### src/rtl/alu_share_arbiter_pkg.sv
// Shared ALU control encodings and legality check used by the ALU share arbiter.
package alu_share_arbiter_pkg;

    localparam int unsigned ALU_CTRL_W = 4;

    localparam logic [ALU_CTRL_W-1:0] ALU_AND   = 4'b0000;
    localparam logic [ALU_CTRL_W-1:0] ALU_OR    = 4'b0001;
    localparam logic [ALU_CTRL_W-1:0] ALU_ADD   = 4'b0010;
    localparam logic [ALU_CTRL_W-1:0] ALU_XOR   = 4'b0011;
    localparam logic [ALU_CTRL_W-1:0] ALU_NOR   = 4'b0100;
    localparam logic [ALU_CTRL_W-1:0] ALU_SLTU  = 4'b0101;
    localparam logic [ALU_CTRL_W-1:0] ALU_SUB   = 4'b0110;
    localparam logic [ALU_CTRL_W-1:0] ALU_SLT   = 4'b0111;
    localparam logic [ALU_CTRL_W-1:0] ALU_PASSB = 4'b1000;

    function automatic logic is_legal_alu_ctrl(input logic [ALU_CTRL_W-1:0] ctrl);
        return ctrl <= ALU_PASSB;
    endfunction

endpackage

### src/rtl/alu_share_arbiter_alu.sv
// 32-bit integer ALU, purely combinational, wrap-around arithmetic.
module alu_share_arbiter_alu
    import alu_share_arbiter_pkg::*;
(
    input  logic [31:0]           a,
    input  logic [31:0]           b,
    input  logic [ALU_CTRL_W-1:0] ctrl,
    output logic [31:0]           y
);

    always_comb begin
        y = '0;
        case (ctrl)
            ALU_AND:   y = a & b;
            ALU_OR:    y = a | b;
            ALU_ADD:   y = a + b;
            ALU_XOR:   y = a ^ b;
            ALU_NOR:   y = ~(a | b);
            ALU_SLTU:  y = {31'b0, a < b};
            ALU_SUB:   y = a - b;
            ALU_SLT:   y = {31'b0, $signed(a) < $signed(b)};
            ALU_PASSB: y = b;
            default:   y = '0;
        endcase
    end

endmodule

### src/rtl/alu_share_arbiter.sv
// Round-robin share of one ALU between two issue lanes, feeding a single
// registered result stage with its own valid/ready handshake to writeback.
module alu_share_arbiter
    import alu_share_arbiter_pkg::*;
#(
    parameter int unsigned TAG_W = 5,
    parameter int unsigned CNT_W = 16
) (
    input  logic                  clk,
    input  logic                  reset,
    input  logic                  req0_valid,
    output logic                  req0_ready,
    input  logic [31:0]           req0_a,
    input  logic [31:0]           req0_b,
    input  logic [ALU_CTRL_W-1:0] req0_ctrl,
    input  logic [TAG_W-1:0]      req0_tag,
    input  logic                  req1_valid,
    output logic                  req1_ready,
    input  logic [31:0]           req1_a,
    input  logic [31:0]           req1_b,
    input  logic [ALU_CTRL_W-1:0] req1_ctrl,
    input  logic [TAG_W-1:0]      req1_tag,
    output logic                  res_valid,
    input  logic                  res_ready,
    output logic [31:0]           res_data,
    output logic [TAG_W-1:0]      res_tag,
    output logic                  res_lane,
    output logic                  res_illegal,
    output logic [CNT_W-1:0]      grant_cnt0,
    output logic [CNT_W-1:0]      grant_cnt1
);

    logic                  rr_last;
    logic                  stage_free;
    logic                  grant_lane;
    logic                  accept;
    logic [31:0]           sel_a;
    logic [31:0]           sel_b;
    logic [ALU_CTRL_W-1:0] sel_ctrl;
    logic [TAG_W-1:0]      sel_tag;
    logic                  sel_legal;
    logic [31:0]           alu_y;

    assign stage_free = ~res_valid | res_ready;

    // On contention the lane that did not win last time is chosen.
    always_comb begin
        grant_lane = 1'b0;
        if (req0_valid && req1_valid) begin
            grant_lane = ~rr_last;
        end else if (req1_valid) begin
            grant_lane = 1'b1;
        end
    end

    assign req0_ready = ~reset & stage_free & req0_valid & ~grant_lane;
    assign req1_ready = ~reset & stage_free & req1_valid & grant_lane;
    assign accept     = req0_ready | req1_ready;

    assign sel_a     = grant_lane ? req1_a    : req0_a;
    assign sel_b     = grant_lane ? req1_b    : req0_b;
    assign sel_ctrl  = grant_lane ? req1_ctrl : req0_ctrl;
    assign sel_tag   = grant_lane ? req1_tag  : req0_tag;
    assign sel_legal = is_legal_alu_ctrl(sel_ctrl);

    alu_share_arbiter_alu u_alu (
        .a    (sel_a),
        .b    (sel_b),
        .ctrl (sel_ctrl),
        .y    (alu_y)
    );

    always_ff @(posedge clk) begin
        if (reset) begin
            res_valid   <= 1'b0;
            res_data    <= '0;
            res_tag     <= '0;
            res_lane    <= 1'b0;
            res_illegal <= 1'b0;
            grant_cnt0  <= '0;
            grant_cnt1  <= '0;
            rr_last     <= 1'b1;
        end else if (accept) begin
            res_valid   <= 1'b1;
            res_data    <= sel_legal ? alu_y : 32'd0;
            res_tag     <= sel_tag;
            res_lane    <= grant_lane;
            res_illegal <= ~sel_legal;
            rr_last     <= grant_lane;
            if (!grant_lane && grant_cnt0 != '1) begin
                grant_cnt0 <= grant_cnt0 + 1'b1;
            end
            if (grant_lane && grant_cnt1 != '1) begin
                grant_cnt1 <= grant_cnt1 + 1'b1;
            end
        end else if (res_ready) begin
            res_valid <= 1'b0;
        end
    end

endmodule

### config.mk
export PLATFORM = sky130hd
export DESIGN_NAME = alu_share_arbiter
export DESIGN_NICKNAME = d
export VERILOG_FILES = /design/src/rtl/alu_share_arbiter_pkg.sv /design/src/rtl/alu_share_arbiter_alu.sv /design/src/rtl/alu_share_arbiter.sv
export SDC_FILE = /design/constraint.sdc
export NUM_CORES = 1
export LEC_CHECK = 0
export BUFFER_PORTS_ARGS = -buffer_cell sky130_fd_sc_hd__buf_2
export CAP_MARGIN = 20
export CORE_UTILIZATION = 40
export CTS_CLUSTER_SIZE = 28
export DETAILED_ROUTE_END_ITERATION = 6
export PLACE_DENSITY = 0.6
export SLEW_MARGIN = 10
export SYNTH_ARGS = -nofsm -noshare
export SYNTH_HDL_FRONTEND = slang
export SYNTH_SLANG_ARGS = --single-unit
### constraint.sdc
create_clock -name clk -period 7.45 [get_ports clk]
set_clock_uncertainty 0.15 [all_clocks]
set_input_delay 0 -clock clk [delete_from_list [all_inputs] [get_ports clk]]
set_output_delay 0 -clock clk [all_outputs]
set_load 0.005 [all_outputs]
=== Yosys cells after proc, flatten, opt, wreduce, memory -nomap -nowiden ===
Index checks and enable logic that the tools add are counted.

* Register bits: 73
* Input bits: 151
* Output and inout port bits: 74
* Logic and storage cells: 59

* Add/subtract/negate cells: 4
* Order comparisons: 3
* Eq/ne operators: 10
* Multiplexer cells: 10
* Bitwise logic cells: 16
* Reduce and logical (&&, ||, !) cells: 8

{| class="wikitable"
|+ Operator list
! operator !! number
|-
| one-hot mux 32 bit (9 select lines) || 1
|-
| two-way mux 32 bit || 3
|-
| < comparator 32 bit || 2
|-
| adder 16 x 1 -> 16 bit, second input constant || 2
|-
| adder 32 bit || 1
|-
| bitwise AND 32 bit || 1
|-
| inequality test 16 bit, second input constant || 2
|-
| NOT 32 bit || 1
|-
| OR 32 bit || 1
|-
| subtractor 32 bit || 1
|-
| bitwise XOR 32 bit || 1
|-
| equality test 4 x 3 -> 1 bit, second input constant || 4
|-
| equality test 4 x 2 -> 1 bit, second input constant || 2
|-
| bitwise AND 1 bit || 5
|-
| two-way mux 5 bit || 1
|-
| NOT 1 bit || 5
|-
| equality test 4 x 1 -> 1 bit, second input constant || 1
|-
| equality test 4 bit, second input constant || 1
|-
| less-or-equal comparator 4 bit, second input constant || 1
|-
| zero test 4 bit || 1
|-
| two-way mux 1 bit || 4
|-
| two-way mux 4 bit || 1
|-
| AND reduction 2 bit || 2
|-
| logical AND 1 bit || 3
|-
| 3 further kinds || 4
|}

=== Logic depth before layout (Yosys ltp) ===
* Depth in word-level cells: 7
* Gate-level depth with buffers: 19
* Depth with buffers taken out: 15

=== Modules after synthesis ===
A second synthesis with hierarchy kept.

* Cells, all modules: 1391
* Area, all modules: 9444.1 sq um

{| class="wikitable"
|+ Modules (own cells, without submodules)
! module !! times used !! cells an instance !! area an instance (sq um) !! sequential area each (sq um)
|-
| alu_share_arbiter_alu || 1 || 846 || 5527.8 || 0.0
|-
| alu_share_arbiter || 1 || 545 || 3916.3 || 1461.4
|}

=== Worst setup path after synthesis ===
Ideal clock, no wire load.

* Kind: flip-flop to flip-flop
* From: register rr_last
* To: register res_data[30]
* Setup time: 0.116 ns
* Arrival: 4.438 ns
* Required time: 7.184 ns
* Setup slack: 2.746 ns
* Stages on the path, launching flop included: 19
* Path buffers: 4
* Clock period less this slack: 4.704 ns
* Cell sequence: dfxtp_1 > a21boi_1 > buf_2 > buf_2 > buf_2 > clkbuf_1 > nand2_1 > and2_1 > ha_1 > fa_1 > o21ba_1 > or4_4 > a31oi_1 > nor4b_2 > nor4b_4 > a21oi_2 > o221a_4 > a221o_1 > and3_1

* Word-level cells in the longest chain between the ends: 7
* Elaborated cells between the ends (all ways): 27
* Classes of those cells: add/sub (2); order compare (1); eq/ne (8); mux (6); bitwise (9); reduce/logical (1)

{| class="wikitable"
|+ RTL lines
! item !! line !! RTL
|-
| start: declaration || alu_share_arbiter.sv:33 || <nowiki>logic rr_last;</nowiki>
|-
| start signal: assignment || alu_share_arbiter.sv:89 || <nowiki>rr_last <= grant_lane;</nowiki>
|-
| NOT 1 bit (*) || alu_share_arbiter.sv:50 || <nowiki>grant_lane = ~rr_last;</nowiki>
|-
| two-way mux 1 bit (*) || alu_share_arbiter.sv:49 || <nowiki>if (req0_valid && req1_valid) begin</nowiki>
|-
| branches (longest 5 deep; another with subtractor 32 bit) || - ||
|-
| end signal: assignment || alu_share_arbiter.sv:85 || <nowiki>res_data <= sel_legal ? alu_y : 32'd0;</nowiki>
|-
| end: declaration || alu_share_arbiter.sv:25 || <nowiki>output logic [31:0] res_data,</nowiki>
|}

Mark *: on every way between the ends.
A chain may end at the register's enable or synchronous reset.

=== Worst setup path in the final report ===
* From: input port req1_valid
* To: register res_data[30]

* Word-level cells in the longest chain between the ends: 7
* Elaborated cells between the ends (all ways): 29
* Classes of those cells: add/sub (2); order compare (1); eq/ne (8); mux (7); bitwise (9); reduce/logical (2)

{| class="wikitable"
|+ RTL lines
! item !! line !! RTL
|-
| start: declaration || alu_share_arbiter.sv:17 || <nowiki>input logic req1_valid,</nowiki>
|-
| branches (longest 7 deep; another with subtractor 32 bit) || - ||
|}

Several ways; the timed one is not identified.

==> impl_metrics.env <==
export IMPL_outcome="completed"
export IMPL_number_of_buffers_inserted_to_repair_setup_after_cts=0
export IMPL_yosys_cell_types_count=83
export IMPL_critical_path_slowest_cell="sky130_fd_sc_hd__nor4_1"
export IMPL_max_cap_violations=0
export IMPL_synthFlopType="sky130_fd_sc_hd__dfxtp_1"
export IMPL_cellLeakagePower_nw=5.08
export IMPL_floorplan_initialDensity_pct=40.8
export IMPL_die_outline_area_um2=23700
export IMPL_timing_hold_worst_path_depth=4
export IMPL_worstSetupEndpointType="register"
export IMPL_mean_cell_area_of_the_mapped_netlist_um2=6.94
export IMPL_arrival_ps=5050
export IMPL_chipHeight_um=154
export IMPL_area_delta_synth_final_pct=19.0
export IMPL_grt_overflow_total=0
export IMPL_timing_final_crit_share_pct=66.3
export IMPL_dp_slack_ps=2500
export IMPL_critical_path_top_delay_family="compound AO/OA/AOI/OAI gates"
export IMPL_hp_class="in2reg"
export IMPL_proportion_of_synthesized_chip_area_in_sequential_cells_pct=15.8
export IMPL_worst_path_max_fanout=20
export IMPL_ant_nets=0
export IMPL_grt_start_max_net_pins=72
export IMPL_drt_pass1_iterations=6
export IMPL_fin_setup_tns_ps=0
export IMPL_final_max_slew_viol_count=0
export IMPL_number_of_vias_after_detailed_routing=10400
export IMPL_rr_startpoint="rr_last$_SDFFE_PP1P_"
export IMPL_cts_sink_count=73
export IMPL_layout_drive_gt1_share_pct=18.7
export IMPL_final_instance_count_excl_fill=1807
export IMPL_power_per_cell_area_nw_per_um2=154
export IMPL_final_cell_area_um2=11000
export IMPL_timing_setup_critical_path_class="in2reg"
export IMPL_final_period_minus_worst_setup_slack_ps=4940
export IMPL_reg2regPathDepth=14
export IMPL_ir_worst_vdd_v=0.0000904
export IMPL_floorplan_io_pins=225
export IMPL_unrepaired_setup_endpoints_after_global_routing="no"
export IMPL_finalSetupViolCount=0
export IMPL_power_share_clock_pct=26.4
export IMPL_worst_skew_pair_late_latency_ps=360
export IMPL_number_of_h_tree_levels=3
export IMPL_cts_root_to_sink_buffers=2
export IMPL_netSwitchingFraction_pct=43.9
export IMPL_critPathLaunchType="primary input"
export IMPL_antenna_cells=0
export IMPL_worst_hold_slack_ps=43.2
export IMPL_post_dp_hpwl_um=24300
export IMPL_max_stage_delay_on_crit_path_ps=600
export IMPL_place_area_um2=10500
export IMPL_cts_buffers_inserted=9
export IMPL_placement_rows=55
export IMPL_antenna_found_initial=0
export IMPL_cts_resized=0
export IMPL_final_net_count=1771
export IMPL_crit_path_start="req1_valid"
export IMPL_critical_path_reg2reg_endpoint="res_data[30]$_SDFFE_PP0P_"
export IMPL_synth_edf_count=0
export IMPL_syn_instance_count=1329
export IMPL_ys_seq_elements=73
export IMPL_portBuffers=224
export IMPL_endpoint="res_data[30]$_SDFFE_PP0P_"
export IMPL_worstPathRequired_ps=7560
export IMPL_total_wire_length_um=32600
export IMPL_cell_internal_pwr_uw=947
export IMPL_layout_core_utilization_pct=48.5
export IMPL_tightest_slew_ps=1140
export IMPL_combPwrFrac_pct=48.9
export IMPL_hold_viol=0
export IMPL_tritoncts="done"
export IMPL_grt_first_pass_wirelength_um=51100
export IMPL_cts_root_buffer="sky130_fd_sc_hd__clkbuf_16"
export IMPL_yosysWarnings=0
export IMPL_core_region_area_um2=22600
export IMPL_detail_route_drc_violations=0
export IMPL_buffering_stage_count_on_the_worst_path_with_inverters_included=4
export IMPL_die_width_um=154
export IMPL_grt_pass1_vias=9689
export IMPL_post_synthesis_net_count=1583
export IMPL_cts_clk_slew_worst_paths_ps=70
export IMPL_globalplace_congestion=0.952
export IMPL_synth_cell_area_um2=9230
export IMPL_relSlewSlack_pct=23.4
export IMPL_cp_cell_sequence="dlygate4sd3_1, buf_2, a21boi_4, buf_4, mux2i_1, inv_1, ha_1, nor4_1, nand3_1, a31oi_1, nor4b_2, nor4b_4, a21oi_2, o221a_4, a221o_1, and3_1"
export IMPL_netSwitchingPower_uw=741
export IMPL_grt_total_usage_pct=26.9
export IMPL_power_total_mw=1.69
export IMPL_dr_first_iter_drc_count=898
export IMPL_postSynth_asyncResetShare_pct=0
export IMPL_ff2ff_setup_slack_ps=2510
export IMPL_fmaxAchievable_ghz=0.202
export IMPL_vias_per_cell=5.77
export IMPL_detail_route_wl_per_cell_um=18.0
export IMPL_critical_path_cell_count=16
export IMPL_seqPwrFrac_pct=24.7
export IMPL_timing_final_ws_setup_ps=2510
export IMPL_number_of_placed_cells_counting_well_taps=1775
export IMPL_post_cts_hold_buffer_count=15
[power groups by stage]
stage          logic (mW)  registers [mW]  clock network [mW]
2_1_floorplan       0.573           0.425                   0
3_3_place_gp        0.798           0.426                   0
3_5_place_dp        0.801           0.426                   0
4_1_cts             0.813           0.417               0.452
5_1_grt             0.911           0.419               0.468
6_report            0.825           0.417               0.446
[cells by family after synthesis]
logic type | after synthesis | synth area share [%]
AND/OR/NAND/NOR | 512 | 25.7
AO/OA/AOI/OAI | 394 | 29.1
adder cells (fa/ha/maj) | 103 | 14.1
flip-flops | 73 | 15.8
multiplexers | 43 | 4.99
XOR/XNOR | 27 | 2.56
buffers and inverters | 177 | 7.61
[synthesized netlist by cell type (9+ instances only)]
cell                          n  area share, %
sky130_fd_sc_hd__nand2_1    189            7.7
sky130_fd_sc_hd__nor2_1     138            5.6
sky130_fd_sc_hd__a21oi_1    110            6.0
sky130_fd_sc_hd__ha_1       101             14
sky130_fd_sc_hd__inv_1       99            4.0
sky130_fd_sc_hd__dfxtp_1     73             16
sky130_fd_sc_hd__o21ai_0     70            3.8
sky130_fd_sc_hd__clkbuf_1    53            2.2
sky130_fd_sc_hd__nand3_1     46            2.5
sky130_fd_sc_hd__mux2i_1     37            4.0
sky130_fd_sc_hd__nor3_1      30            1.6
sky130_fd_sc_hd__o211ai_1    18            1.5
sky130_fd_sc_hd__a221oi_1    17            1.6
sky130_fd_sc_hd__a22oi_1     16            1.3
sky130_fd_sc_hd__a311oi_1    15            1.4
sky130_fd_sc_hd__and2_1      15            1.0
sky130_fd_sc_hd__buf_2       15           0.81
sky130_fd_sc_hd__xor2_1      15            1.4
sky130_fd_sc_hd__nor4_1      14           0.95
sky130_fd_sc_hd__nand4_1     13           0.88
sky130_fd_sc_hd__o21bai_1    13            1.1
sky130_fd_sc_hd__or3_1       13           0.88
sky130_fd_sc_hd__o31ai_1     12           0.98
sky130_fd_sc_hd__xnor2_1     12            1.1
sky130_fd_sc_hd__nor2b_1     11           0.75
sky130_fd_sc_hd__a21o_1      10           0.81
sky130_fd_sc_hd__o2111ai_1    9           0.85
sky130_fd_sc_hd__o221ai_1     9           0.85
[flip-flops by register name (all words and copies together) (netlist names)]
signal	flops
res_valid	1
res_data	32
res_illegal	1
res_tag	5
grant_cnt0	16
grant_cnt1	16
res_lane	1
rr_last	1
[layout by cell type (no fill, tap or decap), drive strengths merged, types with 16 or more instances in the layout]
master	count
inv	102
nand3	47
nor2	138
ha	101
mux2i	39
o211ai	18
buf	240
a22oi	16
o21ai	72
nand2	189
dfxtp	73
nor3	32
a21oi	112
a221oi	17
[per-layer routing]
metal	track usage (%)	vias up	part of all wire, %	wire length (µm)
li1	-	5167	-	-
met1	35.4	4754	45	14500
met2	45.1	434	46	15100
met3	3.47	69	6.4	2080
met4	9.43	0	2.8	898
met5	0	-	0	0
[cell type report]
class | count | area [µm²]
sequential | 73 | 1460
clock inverter | 7 | 62.6
inverter | 99 | 372
clock buffer | 9 | 225
tap | 285 | 357
fill | 2293 | 11700
timing repair buffer | 255 | 1410
multi-input combinational | 1079 | 7090
[worst register-to-register path: cells and delay by family (launching register included)]
family | cells | cell delay [ps]
flops | 1 | 350
buf+inv | 2 | 480
compound gates | 5 | 1590
simple gates | 5 | 1380
mux | 1 | 420
fa+ha+maj | 1 | 480
[how the worst min path moves through the flow]
stage | from | to | slack (ps)
after floorplan | req0_valid | req0_ready | 3
after global placement | req1_tag[3] | res_tag[3]$_SDFFE_PP0P_ | 120
after detailed placement | req1_tag[2] | res_tag[2]$_SDFFE_PP0P_ | 120
after CTS | req0_b[24] | res_data[24]$_SDFFE_PP0P_ | 40
after global routing | req0_b[24] | res_data[24]$_SDFFE_PP0P_ | 70
final | req0_b[24] | res_data[24]$_SDFFE_PP0P_ | 40
Note: power is estimated with default switching activity, not from simulation.
